File: src/rtl/pipe_hazard_ctrl.sv
// Stall/flush sequencer for a 4-register in-order pipeline (IF/ID, ID/EX, EX/MEM, MEM/WB).
// Tracks outstanding memory requests, muldiv occupancy of EX and deferred branch redirects.
module pipe_hazard_ctrl #(
  parameter int PC_W       = 64,
  parameter int LREG_W     = 5,
  parameter int MULDIV_LAT = 4
) (
  input  logic              clock,
  input  logic              reset_n,
  input  logic              id_valid,
  input  logic [LREG_W-1:0] id_rs1,
  input  logic [LREG_W-1:0] id_rs2,
  input  logic              id_src1_is_reg,
  input  logic              id_src2_is_reg,
  input  logic              ex_valid,
  input  logic              ex_is_load,
  input  logic [LREG_W-1:0] ex_rd,
  input  logic              ex_is_muldiv,
  input  logic              ex_redirect_valid,
  input  logic [PC_W-1:0]   ex_redirect_pc,
  input  logic              mem_valid,
  input  logic              mem_is_ls,
  input  logic              mem_resp_valid,
  output logic [3:0]        stall,
  output logic [3:0]        flush,
  output logic              fetch_stall,
  output logic              mem_req_valid,
  output logic              redirect_fire,
  output logic [PC_W-1:0]   redirect_pc,
  output logic              md_busy
);

  typedef enum logic {MEM_IDLE, MEM_WAIT} mem_state_t;
  typedef enum logic [1:0] {MD_IDLE, MD_BUSY, MD_DONE} md_state_t;

  localparam int CNT_W = (MULDIV_LAT > 2) ? $clog2(MULDIV_LAT) : 1;
  localparam logic [CNT_W-1:0] MD_LOAD = CNT_W'(MULDIV_LAT - 2);

  mem_state_t       mem_state;
  md_state_t        md_state;
  logic [CNT_W-1:0] md_cnt;
  logic             redir_pend;
  logic [PC_W-1:0]  redirect_pc_q;

  logic mem_wait;
  logic md_wait;
  logic load_use;
  logic hold_ex;
  logic redir_req;

  assign mem_req_valid = mem_valid & mem_is_ls & (mem_state == MEM_IDLE);
  assign mem_wait      = mem_valid & mem_is_ls & ~mem_resp_valid;
  assign md_wait       = ex_valid & ex_is_muldiv & (md_state != MD_DONE);
  assign md_busy       = (md_state == MD_BUSY);

  assign load_use = id_valid & ex_valid & ex_is_load & (ex_rd != '0) &
                    ((id_src1_is_reg & (id_rs1 == ex_rd)) |
                     (id_src2_is_reg & (id_rs2 == ex_rd)));

  // EX is held exactly when either of the two higher-priority waits is active.
  assign hold_ex       = mem_wait | md_wait;
  assign redir_req     = ex_redirect_valid | redir_pend;
  assign redirect_fire = redir_req & ~hold_ex;
  assign redirect_pc   = redirect_fire ? (redir_pend ? redirect_pc_q : ex_redirect_pc) : '0;

  always_comb begin
    // NOTE: every output gets a default first so no path leaves it unassigned (no latch).
    stall       = 4'b0000;
    flush       = 4'b0000;
    fetch_stall = 1'b0;
    if (mem_wait) begin
      stall       = 4'b0111;
      flush       = 4'b1000;
      fetch_stall = 1'b1;
    end else if (md_wait) begin
      stall       = 4'b0011;
      flush       = 4'b0100;
      fetch_stall = 1'b1;
    end else if (redirect_fire) begin
      flush       = 4'b0011;
    end else if (load_use) begin
      stall       = 4'b0001;
      flush       = 4'b0010;
      fetch_stall = 1'b1;
    end
  end

  // NOTE: sequential state uses non-blocking assignments so all registers update together.
  always_ff @(posedge clock or negedge reset_n) begin
    if (!reset_n) begin
      mem_state <= MEM_IDLE;
    end else begin
      case (mem_state)
        MEM_IDLE: if (mem_req_valid && !mem_resp_valid) mem_state <= MEM_WAIT;
        MEM_WAIT: if (mem_resp_valid) mem_state <= MEM_IDLE;
        default:  mem_state <= MEM_IDLE;
      endcase
    end
  end

  // BUSY lasts MULDIV_LAT-2 cycles, so with the IDLE cycle EX stalls MULDIV_LAT-1 cycles.
  always_ff @(posedge clock or negedge reset_n) begin
    if (!reset_n) begin
      md_state <= MD_IDLE;
      md_cnt   <= '0;
    end else begin
      case (md_state)
        MD_IDLE: begin
          if (ex_valid && ex_is_muldiv) begin
            md_state <= (MULDIV_LAT > 2) ? MD_BUSY : MD_DONE;
            md_cnt   <= MD_LOAD;
          end
        end
        MD_BUSY: begin
          if (md_cnt <= CNT_W'(1)) begin
            md_state <= MD_DONE;
            md_cnt   <= '0;
          end else begin
            md_cnt <= md_cnt - CNT_W'(1);
          end
        end
        MD_DONE: if (!hold_ex) md_state <= MD_IDLE;
        default: md_state <= MD_IDLE;
      endcase
    end
  end

  // The first target seen while EX is held is kept until the redirect fires.
  always_ff @(posedge clock or negedge reset_n) begin
    if (!reset_n) begin
      redir_pend    <= 1'b0;
      redirect_pc_q <= '0;
    end else if (redirect_fire) begin
      redir_pend <= 1'b0;
    end else if (ex_redirect_valid && hold_ex && !redir_pend) begin
      redir_pend    <= 1'b1;
      redirect_pc_q <= ex_redirect_pc;
    end
  end

endmodule

File: config.mk
export PLATFORM = sky130hd
export DESIGN_NAME = pipe_hazard_ctrl
export DESIGN_NICKNAME = d
export VERILOG_FILES = /design/src/rtl/pipe_hazard_ctrl.sv
export SDC_FILE = /design/constraint.sdc
export NUM_CORES = 1
export LEC_CHECK = 0
export CORE_MARGIN = 10
export CORE_UTILIZATION = 45
export DETAILED_ROUTE_END_ITERATION = 16
export PLACE_DENSITY = 0.83
export SYNTH_ARGS = -nofsm -noshare
export SYNTH_HDL_FRONTEND = slang
export SYNTH_SLANG_ARGS = --single-unit
export TNS_END_PERCENT = 30
File: constraint.sdc
create_clock -name clock -period 4.1 [get_ports clock]
set_input_delay 0.41 -clock clock [delete_from_list [all_inputs] [get_ports clock]]
set_output_delay 0.41 -clock clock [all_outputs]
set_load 0.01 [all_outputs]
# Word-level counts from Yosys, hierarchy flattened
# Index checks and enable logic that the tools add are counted.
[classes]
n_addsub = 1
n_lt_le_gt_ge = 1
n_eq_ne = 8
n_mux = 26
n_bitwise = 19
reduce_logical = 13
[op_table]
columns = ["operator", "n"]
rows = [
  ["$mux W64", 2],
  ["$mux W2", 8],
  ["$and A1 B1 Y1", 12],
  ["$eq A5 B5 Y1", 2],
  ["$mux W1", 10],
  ["$mux W4", 2],
  ["$ne A2 B2 Y1 const B", 3],
  ["$pmux W2 S3", 1],
  ["$reduce_bool A5 Y1", 1],
  ["$logic_and A1 B1 Y1", 4],
  ["$not A1 Y1", 4],
  ["$pmux W2 S2", 1],
  ["$reduce_and A2 Y1", 2],
  ["$reduce_bool A2 Y1", 2],
  ["$mux W3", 1],
  ["$or A1 B1 Y1", 3],
  ["$reduce_and A3 Y1", 1],
  ["$eq A2 B1 Y1 const B", 1],
  ["$eq A2 B2 Y1 const B", 1],
  ["$le A2 B1 Y1 const B", 1],
  ["$logic_not A1 Y1", 2],
  ["$logic_not A2 Y1", 1],
  ["$ne A2 B1 Y1 const B", 1],
  ["$pmux W1 S2", 1],
  ["$sub A2 B1 Y2 const B", 1],
]
[totals]
ff_bits = 70
in_bits = 91
output_inout_bits = 76
elab_cells = 73

# Logic depth before layout (Yosys ltp)
[depth]
word_depth = 8
depth_mapped = 8
depth_no_buf = 6

# Worst setup path after synthesis
# Ideal clock, no wire load.
[synth_timing]
kind = "input-to-output"
from = "in ex_rd[3]"
to = "out stall[0]"
arrival_time_ns = 1.589
required_ns = 3.690
slack_ns = 2.101
stages = 5
n_path_buf = 1
cell_sequence = "xor2_1 nor4_1 a32oi_1 o31ai_1 buf_4"
[synth_between]
elab_chain_len = 8
word_cells_on_any_way = 12
cone_classes = "2 x eq/ne; 4 x mux; 5 x bitwise; 1 x reduce/logical"
[synth_rtl]
columns = ["item", "line_no", "text"]
rows = [
  ["start, declared", "17", "input logic [LREG_W-1:0] ex_rd,"],
  ["$eq A5 B5 Y1, on equally long branches", "57, 58", ""],
  ["$and A1 B1 Y1, on equally long branches", "57, 58", ""],
  ["$or A1 B1 Y1", "57", "((id_src1_is_reg & (id_rs1 == ex_rd)) |"],
  ["$and A1 B1 Y1 (*)", "56", "assign load_use = id_valid & ex_valid & ex_is_load & (ex_rd != '0) &"],
  ["$mux W1 (*)", "81", "end else if (load_use) begin"],
  ["$mux W1 (*)", "79", "end else if (redirect_fire) begin"],
  ["$mux W2 (*)", "75", "end else if (md_wait) begin"],
  ["$mux W4 (*)", "71", "if (mem_wait) begin"],
  ["end, declared", "24", "output logic [3:0] stall,"],
]
# Every way passes the cells marked *; elsewhere a longest branch is shown, timed or not.

# Final worst setup path
[layout_timing]
from = "in mem_resp_valid"
to = "out redirect_pc[22]"
[layout_between]
elab_chain_len = 6
[layout_rtl]
columns = ["item", "line_no", "text"]
rows = [
  ["start, declared", "23", "input logic mem_resp_valid,"],
  ["$not A1 Y1", "52", "assign mem_wait = mem_valid & mem_is_ls & ~mem_resp_valid;"],
  ["$and A1 B1 Y1", "52", ""],
  ["$or A1 B1 Y1", "61", "assign hold_ex = mem_wait | md_wait;"],
  ["$not A1 Y1", "63", "assign redirect_fire = redir_req & ~hold_ex;"],
  ["$and A1 B1 Y1", "63", ""],
  ["$mux W64", "64", "assign redirect_pc = redirect_fire ? (redir_pend ? redirect_pc_q : ex_redirect_pc) : '0;"],
  ["end, declared", "29", "output logic [PC_W-1:0] redirect_pc,"],
]
# Every way passes these cells.

==> results by group <==
Placement
  – GP Congestion: around 0.72
  – Hpwl dp: 8399 µm
  – Port Buffer Count: 165

Clock network
  – Post-cts hold buffer count: 0
  – Setup bufs post-CTS: 0
  – Clk buf depth: 2
  – H-tree levels: 3
  – Clock tree from TritonCTS: built
  – Post-CTS sizing: 0
  – Clock transition at path regs: ~0.080 ns
  – Clk_lat worst skew: ~0.33 ns
  – Num Clock Sinks: 70
  – Total CTS buffers: 9
  – Root buffer cell: clkbuf_8

Power
  – Static Leak: 2.657 nW
  – Fraction of power consumed by sequential logic: roughly two fifths
  – Combinational power share: roughly two fifths
  – PD cells: 462.6 nW/µm²
  – Int Power: approximately 0.0020 W
  – Worst VDD drop: about 0.22 mV
  – Clock power frac: 21.3%
  – Net Sw Frac: approximately 29%
  – NetSw: about 0.00079 W

Routing
  – WL final: 11130 µm
  – Iter 0 DRT Violations: around 160
  – WL/cell: ~18 µm
  – TritonRoute pass-1 iters: 4
  – Drt drc: 0
  – Via density: around 5
  – Via count: 3037
  – Post-DRT Antenna Nets: 0

Floorplanning
  – Initial Utilization: between 40% and 50%
  – Core Rows: 34
  – Die Footprint: about 13000 µm²
  – Floorplan core area: roughly 8800 µm²
  – Die X: 116.0 µm
  – Number of primary I/O pins: between 150 and 200
  – Die H: around 120 µm

Setup path
  – Critical path class: input port to output port
  – CP most frequent cell: clkdlybuf4s50_1
  – Slowest-stage cell, CP: nand2_2
  – Crit path buf inv count: 4
  – Crit start category: input port
  – CP Data Arrival Time: approximately 3.1 ns
  – Worst EP required: 3.69 ns
  – Worst-path maximum fanout: 50
  – Critical-path cell list: clkdlybuf4s50_1 > nand3b_4 > inv_1 > a31oi_4 > nand2_2 > buf_4 > nor2_1 > clkdlybuf4s50_1
  – Slowest stage delay, CP: 0.58 ns
  – Delay-heaviest family, CP: buffers and inverters
  – Crit end category: output port

Timing
  – Setup TNS: 0 ns
  – Relative slew slack: between 20% and 30%
  – Setup Skew: 0.01102 ns
  – Fmax: about 290 MHz
  – RSZ-0062 raised after global routing: no
  – Final hold vios: 0
  – Fin crit share: 84.61%
  – Slew @ Worst Pin: approximately 1.1 ns
  – Tmin final: ~3.5 ns
  – # setup viols final: 0
  – Final Max Tran Viols: 0

Final layout
  – Number of diodes: 0
  – P&R area growth vs syn: 43.76%
  – Share of layout cells above drive strength 1: a little under a fifth
  – Final net count: a little under 600
  – Most frequent cells in the layout: clkdlybuf4s50_1 (164), nor2_1 (71), dfrtp_1 (69)
  – Post-layout util: between 60% and 70%
  – Commonest non-fill, non-tap cell in the layout: clkdlybuf4s50_1
  – Fill cell count: around 710

GRT
  – Largest net degree at the start of global routing: 66
  – Initial antenna violation count: 0
  – Vias in the first global route: between 3000 and 4000
  – GRT Util Overall: between 15 and 20%
  – First-pass GRT wire length: about 18000 µm
  – GRT overflow: 0

Yosys
  – Post-synth net total: 430
  – Area contributors post-synth: dfrtp_1 (42%), mux2_4 (22%), mux2i_1 (15%), nor2_1 (6.4%), buf_12 (2.9%)
  – #FFs+latches synth: 70
  – Distinct cells, synth: 32
  – Yosys top cell area share: a little over two fifths
  – Most area-hungry cell type in the Yosys netlist: dfrtp_1
  – Yosys warns: 0
  – Cell count after synthesis: 339
  – Sequential area share after synthesis: a little over two fifths
  – Cell area after synthesis: a little over 4000 µm²
  – Avg Inst Size Synth: between 10 and 15 µm²

Job
  – Max_cap viols: 0

Status
  – Outcome: completed

Hold path
  – HP Class: input port to asynchronous set/reset pin
[cells by family after synthesis]
group | Yosys count | share of synthesized area [%]
compound gates | 12 | 2.051
xor+xnor | 10 | 2.111
buf+inv | 31 | 6.001
flops | 70 | 42.22
mux | 128 | 38.24
other cells | 1 | 0.09038
simple gates | 87 | 9.289
[flip-flops by register name, summed over array words and instances, names as in the netlist]
register / flops
md_cnt: 2
md_state: 2
mem_state: 1
redirect_pc_q: 64
redir_pend: 1
[worst reg2reg max path: stages (launching register included)]
cell      delay (ns)
dfrtp_4         0.41
buf_4           0.82
nand3b_4        0.72
buf_12          0.36
mux2_2          0.41
[final timing paths]
kind	end	start	slack (ns)	cells after the start
max	redirect_pc[22]	mem_resp_valid	0.63	8
max reg2reg	redirect_pc_q[4]	redir_pend	1.27	4
min reg2reg	md_cnt[0]	md_cnt[0]	0.49	1
min	md_cnt[0]	reset_n	0.13	1
min in group clock	md_cnt[0]	md_cnt[0]	0.49	1
max in group asynchronous	redirect_pc_q[14]	reset_n	2.99	2
[cell usage after synthesis]
library cell / n
inv_2: 1
conb_1: 1
and2_0: 1
nand2b_1: 1
buf_12: 6
nand2b_4: 1
mux2_4: 60
and3_1: 1
dfrtp_1: 70
and2b_2: 1
clkbuf_1: 4
o31ai_1: 2
buf_4: 4
mux2_2: 4
buf_2: 10
a31oi_4: 1
buf_6: 1
a21oi_1: 2
inv_1: 5
mux2i_1: 64
nand2_1: 4
xnor2_1: 2
nand3b_2: 1
nor2_1: 71
nand4_1: 1
nor3b_1: 1
nor3_1: 1
xor2_1: 8
a32oi_1: 1
o21ai_0: 6
nor4_1: 2
nand3b_4: 1
[metrics by stage]
stage / hold WS, ns / total power [W] / instances / setup slack, ns / cell area, µm²
global route: 0.1886 / 0.002920 / 606 / 0.4510 / 5964
CTS: 0.1477 / 0.002791 / 606 / 0.6008 / 5964
floorplan: 0.1144 / 0.001757 / 339 / 2.101 / 4149
global placement: 0.4702 / 0.002147 / 591 / 0.6978 / 5762
detailed placement: 0.4786 / 0.002190 / 591 / 0.5961 / 5762
finish: 0.1325 / 0.002759 / 606 / 0.6309 / 5964
[layer usage]
metal  GRT usage, %  part of all wire (%)
met1          17.94                    39
met2          28.78                    51
met3          6.357                   8.0
met4          4.921                   1.1
met5              0                     0
[area by class of cell]
| cell class | instances | area [µm²] | area share [%] |
|---|---|---|---|
| sequential | 70 | 1755 | 29.43 |
| clock inverter | 5 | 75.07 | 1.259 |
| inverter | 6 | 22.52 | 0.3776 |
| tap | 108 | 135.1 | 2.266 |
| clock buffer | 10 | 127.6 | 2.140 |
| multi-input combinational | 238 | 2160 | 36.21 |
| timing repair buffer | 169 | 1689 | 28.32 |
[power by group through the flow]
stage,sequential (W),combinational [W],clock [W]
floorplan,0.00105,0.000703,0
global placement,0.00108,0.00107,0
detailed placement,0.00110,0.00109,0
CTS,0.00109,0.00110,0.000601
global route,0.00113,0.00117,0.000628
finish,0.00109,0.00108,0.000588
Power figures use the tool's default switching activity.
